`config.mk`:
```
export PLATFORM = sky130hd
export DESIGN_NAME = frame_pixel_feeder
export DESIGN_NICKNAME = d
export VERILOG_FILES = /design/src/rtl/frame_pixel_feeder.sv
export SDC_FILE = /design/constraint.sdc
export NUM_CORES = 1
export LEC_CHECK = 0
export CAP_MARGIN = 25
export CORE_UTILIZATION = 30
export CTS_CLUSTER_DIAMETER = 80
export DETAILED_ROUTE_END_ITERATION = 7
export PLACE_DENSITY_LB_ADDON = 0.2
export RECOVER_POWER = 50
export SLEW_MARGIN = 20
export SYNTH_ARGS = -nofsm -noshare
export SYNTH_HDL_FRONTEND = slang
export SYNTH_SLANG_ARGS = --single-unit
export TNS_END_PERCENT = 10
```
`constraint.sdc`:
```
create_clock -name clk -period 4.1 [get_ports clk]
set_input_delay 0.615 -clock clk [delete_from_list [all_inputs] [get_ports clk]]
set_output_delay 0.615 -clock clk [all_outputs]
set_load 0.01 [all_outputs]
```
`src/rtl/frame_pixel_feeder.sv`:
```
// Upstream pixel feeder: frame-synchronises the RGB565 camera stream, buffers it
// in a small FIFO and tags each head pixel with raster and block coordinates.
// Framing problems raise a sticky error flag that drives the error overlay.
module frame_pixel_feeder #(
  parameter int FRAME_W = 320,
  parameter int FRAME_H = 240,
  parameter int BLK     = 20,
  parameter int DEPTH   = 4,
  parameter int DW      = 16
) (
  input  logic          clk,
  input  logic          reset,
  input  logic [DW-1:0] s_data,
  input  logic          s_valid,
  input  logic          s_sop,
  input  logic          s_eop,
  output logic          s_ready,
  output logic [DW-1:0] m_data,
  output logic          m_valid,
  input  logic          m_ready,
  output logic [8:0]    x,
  output logic [7:0]    y,
  output logic [3:0]    blk_col,
  output logic [3:0]    blk_row,
  output logic [7:0]    blk_idx,
  output logic          frame_start,
  output logic          frame_done,
  output logic          frame_err
);
  localparam int AW = $clog2(DEPTH);
  localparam int GW = FRAME_W / BLK;
  localparam int SW = (BLK > 1) ? $clog2(BLK) : 1;

  // Each entry carries {sop, eop, pixel}
  logic [DW+1:0] mem [DEPTH];
  logic [AW-1:0] wptr, rptr;
  logic [AW:0]   count;
  logic          in_frame;

  // Coordinate state for the next pixel after the last pop
  logic [8:0]    x_r;
  logic [7:0]    y_r;
  logic [3:0]    bc_r, br_r;
  logic [SW-1:0] xs_r, ys_r;
  logic [7:0]    rb_r;

  logic          accept, push, pop, head_sop, head_eop, at_last;
  logic [SW-1:0] xs, ys;
  logic [7:0]    rb;
  logic          err_set, err_clr;

  assign s_ready  = (count != (AW+1)'(DEPTH));
  assign m_valid  = (count != '0);
  assign accept   = s_valid && s_ready;
  // Beats ahead of the first sop are swallowed so the FIFO only holds framed data
  assign push     = accept && (in_frame || s_sop);
  assign pop      = m_valid && m_ready;
  assign m_data   = mem[rptr][DW-1:0];
  assign head_sop = m_valid && mem[rptr][DW+1];
  assign head_eop = mem[rptr][DW];

  // A sop head always sits at the frame origin, whatever the counters say
  assign x       = head_sop ? '0 : x_r;
  assign y       = head_sop ? '0 : y_r;
  assign blk_col = head_sop ? '0 : bc_r;
  assign blk_row = head_sop ? '0 : br_r;
  assign xs      = head_sop ? '0 : xs_r;
  assign ys      = head_sop ? '0 : ys_r;
  assign rb      = head_sop ? '0 : rb_r;
  // rb tracks blk_row*GW incrementally, so the index is a single add
  assign blk_idx = rb + {4'b0, blk_col};
  assign at_last = (x == 9'(FRAME_W-1)) && (y == 8'(FRAME_H-1));

  assign err_set = (accept && s_sop && in_frame)
                 || (pop && head_eop && !at_last)
                 || (pop && at_last && !head_eop);
  assign err_clr = pop && head_sop;

  // FIFO storage, written on push only
  always_ff @(posedge clk) begin
    if (push) mem[wptr] <= {s_sop, s_eop, s_data};
  end

  // FIFO pointers and occupancy
  always_ff @(posedge clk) begin
    if (reset) begin
      wptr  <= '0;
      rptr  <= '0;
      count <= '0;
    end else begin
      if (push) wptr <= wptr + 1'b1;
      if (pop)  rptr <= rptr + 1'b1;
      if (push && !pop)      count <= count + 1'b1;
      else if (!push && pop) count <= count - 1'b1;
    end
  end

  // Input framing state: sop opens a frame, eop closes it (eop wins on a 1-beat frame)
  always_ff @(posedge clk) begin
    if (reset) in_frame <= 1'b0;
    else if (accept) begin
      if (s_eop)      in_frame <= 1'b0;
      else if (s_sop) in_frame <= 1'b1;
    end
  end

  // Coordinate tracker advances from the (possibly forced) head coordinates on each pop
  always_ff @(posedge clk) begin
    if (reset) begin
      x_r <= '0; y_r <= '0; bc_r <= '0; br_r <= '0;
      xs_r <= '0; ys_r <= '0; rb_r <= '0;
    end else if (pop) begin
      if (head_eop || at_last) begin
        x_r <= '0; y_r <= '0; bc_r <= '0; br_r <= '0;
        xs_r <= '0; ys_r <= '0; rb_r <= '0;
      end else if (x == 9'(FRAME_W-1)) begin
        x_r  <= '0;
        xs_r <= '0;
        bc_r <= '0;
        y_r  <= y + 8'd1;
        if (ys == SW'(BLK-1)) begin
          ys_r <= '0;
          br_r <= blk_row + 4'd1;
          rb_r <= rb + 8'(GW);
        end else begin
          ys_r <= ys + SW'(1);
          br_r <= blk_row;
          rb_r <= rb;
        end
      end else begin
        x_r  <= x + 9'd1;
        y_r  <= y;
        ys_r <= ys;
        br_r <= blk_row;
        rb_r <= rb;
        if (xs == SW'(BLK-1)) begin
          xs_r <= '0;
          bc_r <= blk_col + 4'd1;
        end else begin
          xs_r <= xs + SW'(1);
          bc_r <= blk_col;
        end
      end
    end
  end

  // Registered frame pulses and sticky error (a new error beats the sop clear)
  always_ff @(posedge clk) begin
    if (reset) begin
      frame_start <= 1'b0;
      frame_done  <= 1'b0;
      frame_err   <= 1'b0;
    end else begin
      frame_start <= pop && head_sop;
      frame_done  <= pop && at_last;
      if (err_set)      frame_err <= 1'b1;
      else if (err_clr) frame_err <= 1'b0;
    end
  end
endmodule

```
==> flow_summary.yaml <==
floorplanning:
  start_util_pct: 31.0
  die_h_um: 142
  design.core.area_mm2: 0.0190
  die_w_um: 142
  ios: 76
  rows: 50
  dieArea_mm2: 0.0201
grt:
  grt_usage_pct: 14.7
  grt_max_degree: 40
  gr-total-overflow: 0
  antenna_found_initial: 0
  grt_pass1_wl_um: 22500
  first_global_vias: 4314
sta:
  setup_viol: 0
  slew_headroom_pct: 17.3
  post-route-period-util_pct: 93.9
  slew_violations: 0
  tns_ns: 0
  finClkSkew_ns: 0.0120
  rsz0062_at_grt: "no"
  hold_viol_final: 0
  layout_min_cycle_time_ns: 3.85
  max_freq_mhz: 260
  worst_pin_slew_ns: 1.24
route:
  drc: 0
  routed_via_density: 4.94
  vias: 4177
  drt-total-wl_um: 13700
  wire_per_inst_um: 16.2
  drtPass1Iterations: 4
  antenna_left: 0
  drt_iter0_markers: 203
clock_network:
  path_clk_slew_ns: 0.06
  htreeDepth: 4
  cts.sinks: 128
  insertion_delay_ns: 0.42
  numCtsBuffers: 17
  ctsRootBufferMaster: "clkbuf_16"
  clk_path_buf_depth: 2
  cts_hold_buf: 0
  cts_tree: "yes"
min_path:
  hold_class: "register to register"
placed_design:
  hpwl_um: 9340
  io_buffers: 75
  placed_area_mm2: 0.00696
  place.gp.congestion: 0.772
  dp_cells: 814
final_layout:
  fin_cells: 846
  fill_cells: 1792
  drive_gt1_share_pct: 11.4
  layout_common_cells: "edfxtp_1 (72), dfxtp_1 (56), clkdlybuf4s50_1 (49), and2_1 (38), nand2_1 (29)"
  final_common_cell: "edfxtp_1"
  n_antenna_cell: 0
  nNetsFinal: 614
  design_area_mm2: 0.00751
  area_delta_synth_final_pct: 28.0
power_and_ir_drop:
  switching_share_pct: 30.6
  power_frac_seq_pct: 38.3
  power_density_mw_per_mm2: 517
  p_total_uw: 3890
  internal_power_uw: 2700
  ir_drop_uv: 254
  leakage_uw: 0.00263
  switchingPower_uw: 1190
  p_clk_share_pct: 35.8
  combPwrFrac_pct: 25.9
run_status:
  status: "complete, no violations"
logic_synthesis:
  synth_edf_count: 72
  yosysWarnings: 0
  ys_types: 58
  synthCells: 485
  ys_seq_area_share_pct: 55.9
  ys.flop_type: "edfxtp_1"
  async_flop_share_pct: 0
  syn_nets: 525
  netlist_area_mm2: 0.00587
  synth-seq-cells: 128
  avgSynthCellArea_um2: 12.1
worst_setup_path:
  critPathKind: "register to primary output"
  critPathRequiredTime_ns: 3.48
  reg2reg_slack_ns: 0.68
  endpoint_kind: "primary output"
  cp_max_fo: 12
  start_kind: "register"
  cp.arrival_ns: 3.23
job:
  maxCapViolCount: 0
[logic make-up after synthesis]
| logic type | Yosys count | synth area share (%) |
|---|---|---|
| AND/OR/NAND/NOR | 179 | 16.9 |
| AO/OA/AOI/OAI | 90 | 10.5 |
| XOR/XNOR | 12 | 1.79 |
| multiplexers | 22 | 7.91 |
| flip-flops | 128 | 55.9 |
| buffers and inverters | 36 | 2.86 |
| adder cells (fa/ha/maj) | 18 | 4.09 |
[power by group through the flow]
stage / combinational, uW / sequential [uW] / clock (uW)
2_1_floorplan: 645 / 1500 / 0
3_3_place_gp: 1000 / 1510 / 0
4_1_cts: 1030 / 1490 / 1430
6_report: 1000 / 1490 / 1390
5_1_grt: 1110 / 1500 / 1480
3_5_place_dp: 1010 / 1510 / 0
[flip-flops by register name (all words and copies together), names as in the netlist, named ones only]
name,flops
frame_done,1
y_r,8
rptr,2
in_frame,1
x_r,9
mem,72
wptr,2
frame_start,1
xs_r,5
frame_err,1
bc_r,4
count,3
rb_r,8
br_r,4
ys_r,5
[critical path, cell delays in order (launching register included)]
cell and delay [ns]:
dfxtp_1 0.32, mux4_2 0.39, nand2_4 0.10, and2_1 0.21, ha_1 0.23, fa_1 0.41
a21o_1 0.17, a21o_1 0.19, nand2_1 0.09, xor2_1 0.14, clkdlybuf4s50_1 0.56
[worst paths after layout]
kind | start | cells past startpoint | to
min reg2reg | bc_r[3] | 1 | bc_r[3]
max | register | 10 | blk_idx[6]
min | bc_r[3] | 1 | bc_r[3]
max reg2reg | register | 10 | rb_r[6]
[layout make-up]
cell class | instances | area, um2 | share of cell area [%]
multi-input combinational | 321 | 2430 | 32.4
tap | 260 | 325 | 4.33
clock buffer | 18 | 429 | 5.72
clock inverter | 13 | 116 | 1.55
inverter | 12 | 45.0 | 0.600
sequential | 128 | 3280 | 43.7
timing repair buffer | 94 | 880 | 11.7
[repair_timing]
action / in CTS / in global routing
setup endpoints to repair: 3 / 3
buffers inserted: 0 / 1
gates resized for setup: 3 / 3
[metal layers]
layer / global-route usage, % / share of wire, % / routed length, um
met3: 4.52 / 4.5 / 619
met5: 0 / 0 / 0
met1: 18.9 / 47 / 6470
met4: 4.24 / 0.97 / 133
met2: 23.8 / 47 / 6500
[synth_stat cells (4+ instances only)]
| cell type | instances | area [um2] |
|---|---|---|
| o21ai_0 | 20 | 100 |
| nand3b_1 | 8 | 60.1 |
| dfxtp_1 | 56 | 1120 |
| ha_1 | 16 | 200 |
| and3_1 | 4 | 25.0 |
| a21oi_1 | 16 | 80.1 |
| buf_6 | 4 | 45.0 |
| buf_1 | 4 | 15.0 |
| clkbuf_1 | 14 | 52.6 |
| nand4_1 | 8 | 50.1 |
| mux4_1 | 5 | 131 |
| xnor2_1 | 4 | 35.0 |
| mux2i_1 | 4 | 40.0 |
| nor2_1 | 26 | 97.6 |
| inv_1 | 10 | 37.5 |
| or3_1 | 6 | 37.5 |
| mux4_2 | 13 | 293 |
| nand2_1 | 30 | 113 |
| and2_1 | 40 | 250 |
| nor2b_1 | 5 | 31.3 |
| a21o_1 | 4 | 30.0 |
| nor3_1 | 6 | 30.0 |
| nand4b_1 | 4 | 35.0 |
| edfxtp_1 | 72 | 2160 |
| nand3_1 | 24 | 120 |
| xor2_1 | 8 | 70.1 |
| nor4_1 | 4 | 25.0 |
| a31oi_1 | 18 | 113 |
| a22o_1 | 4 | 35.0 |
[through the flow]
step / setup WS [ns] / hold slack (ns) / utilization (%)
global route: 0.0657 / 0.474 / 39.6
floorplan: 0.513 / 0.429 / -
global placement: 0.332 / 0.443 / 36.7
finish: 0.251 / 0.455 / 39.6
CTS: 0.00695 / 0.456 / 39.6
detailed placement: 0.248 / 0.447 / 36.7
No activity file was read; power rests on OpenSTA's default activity.
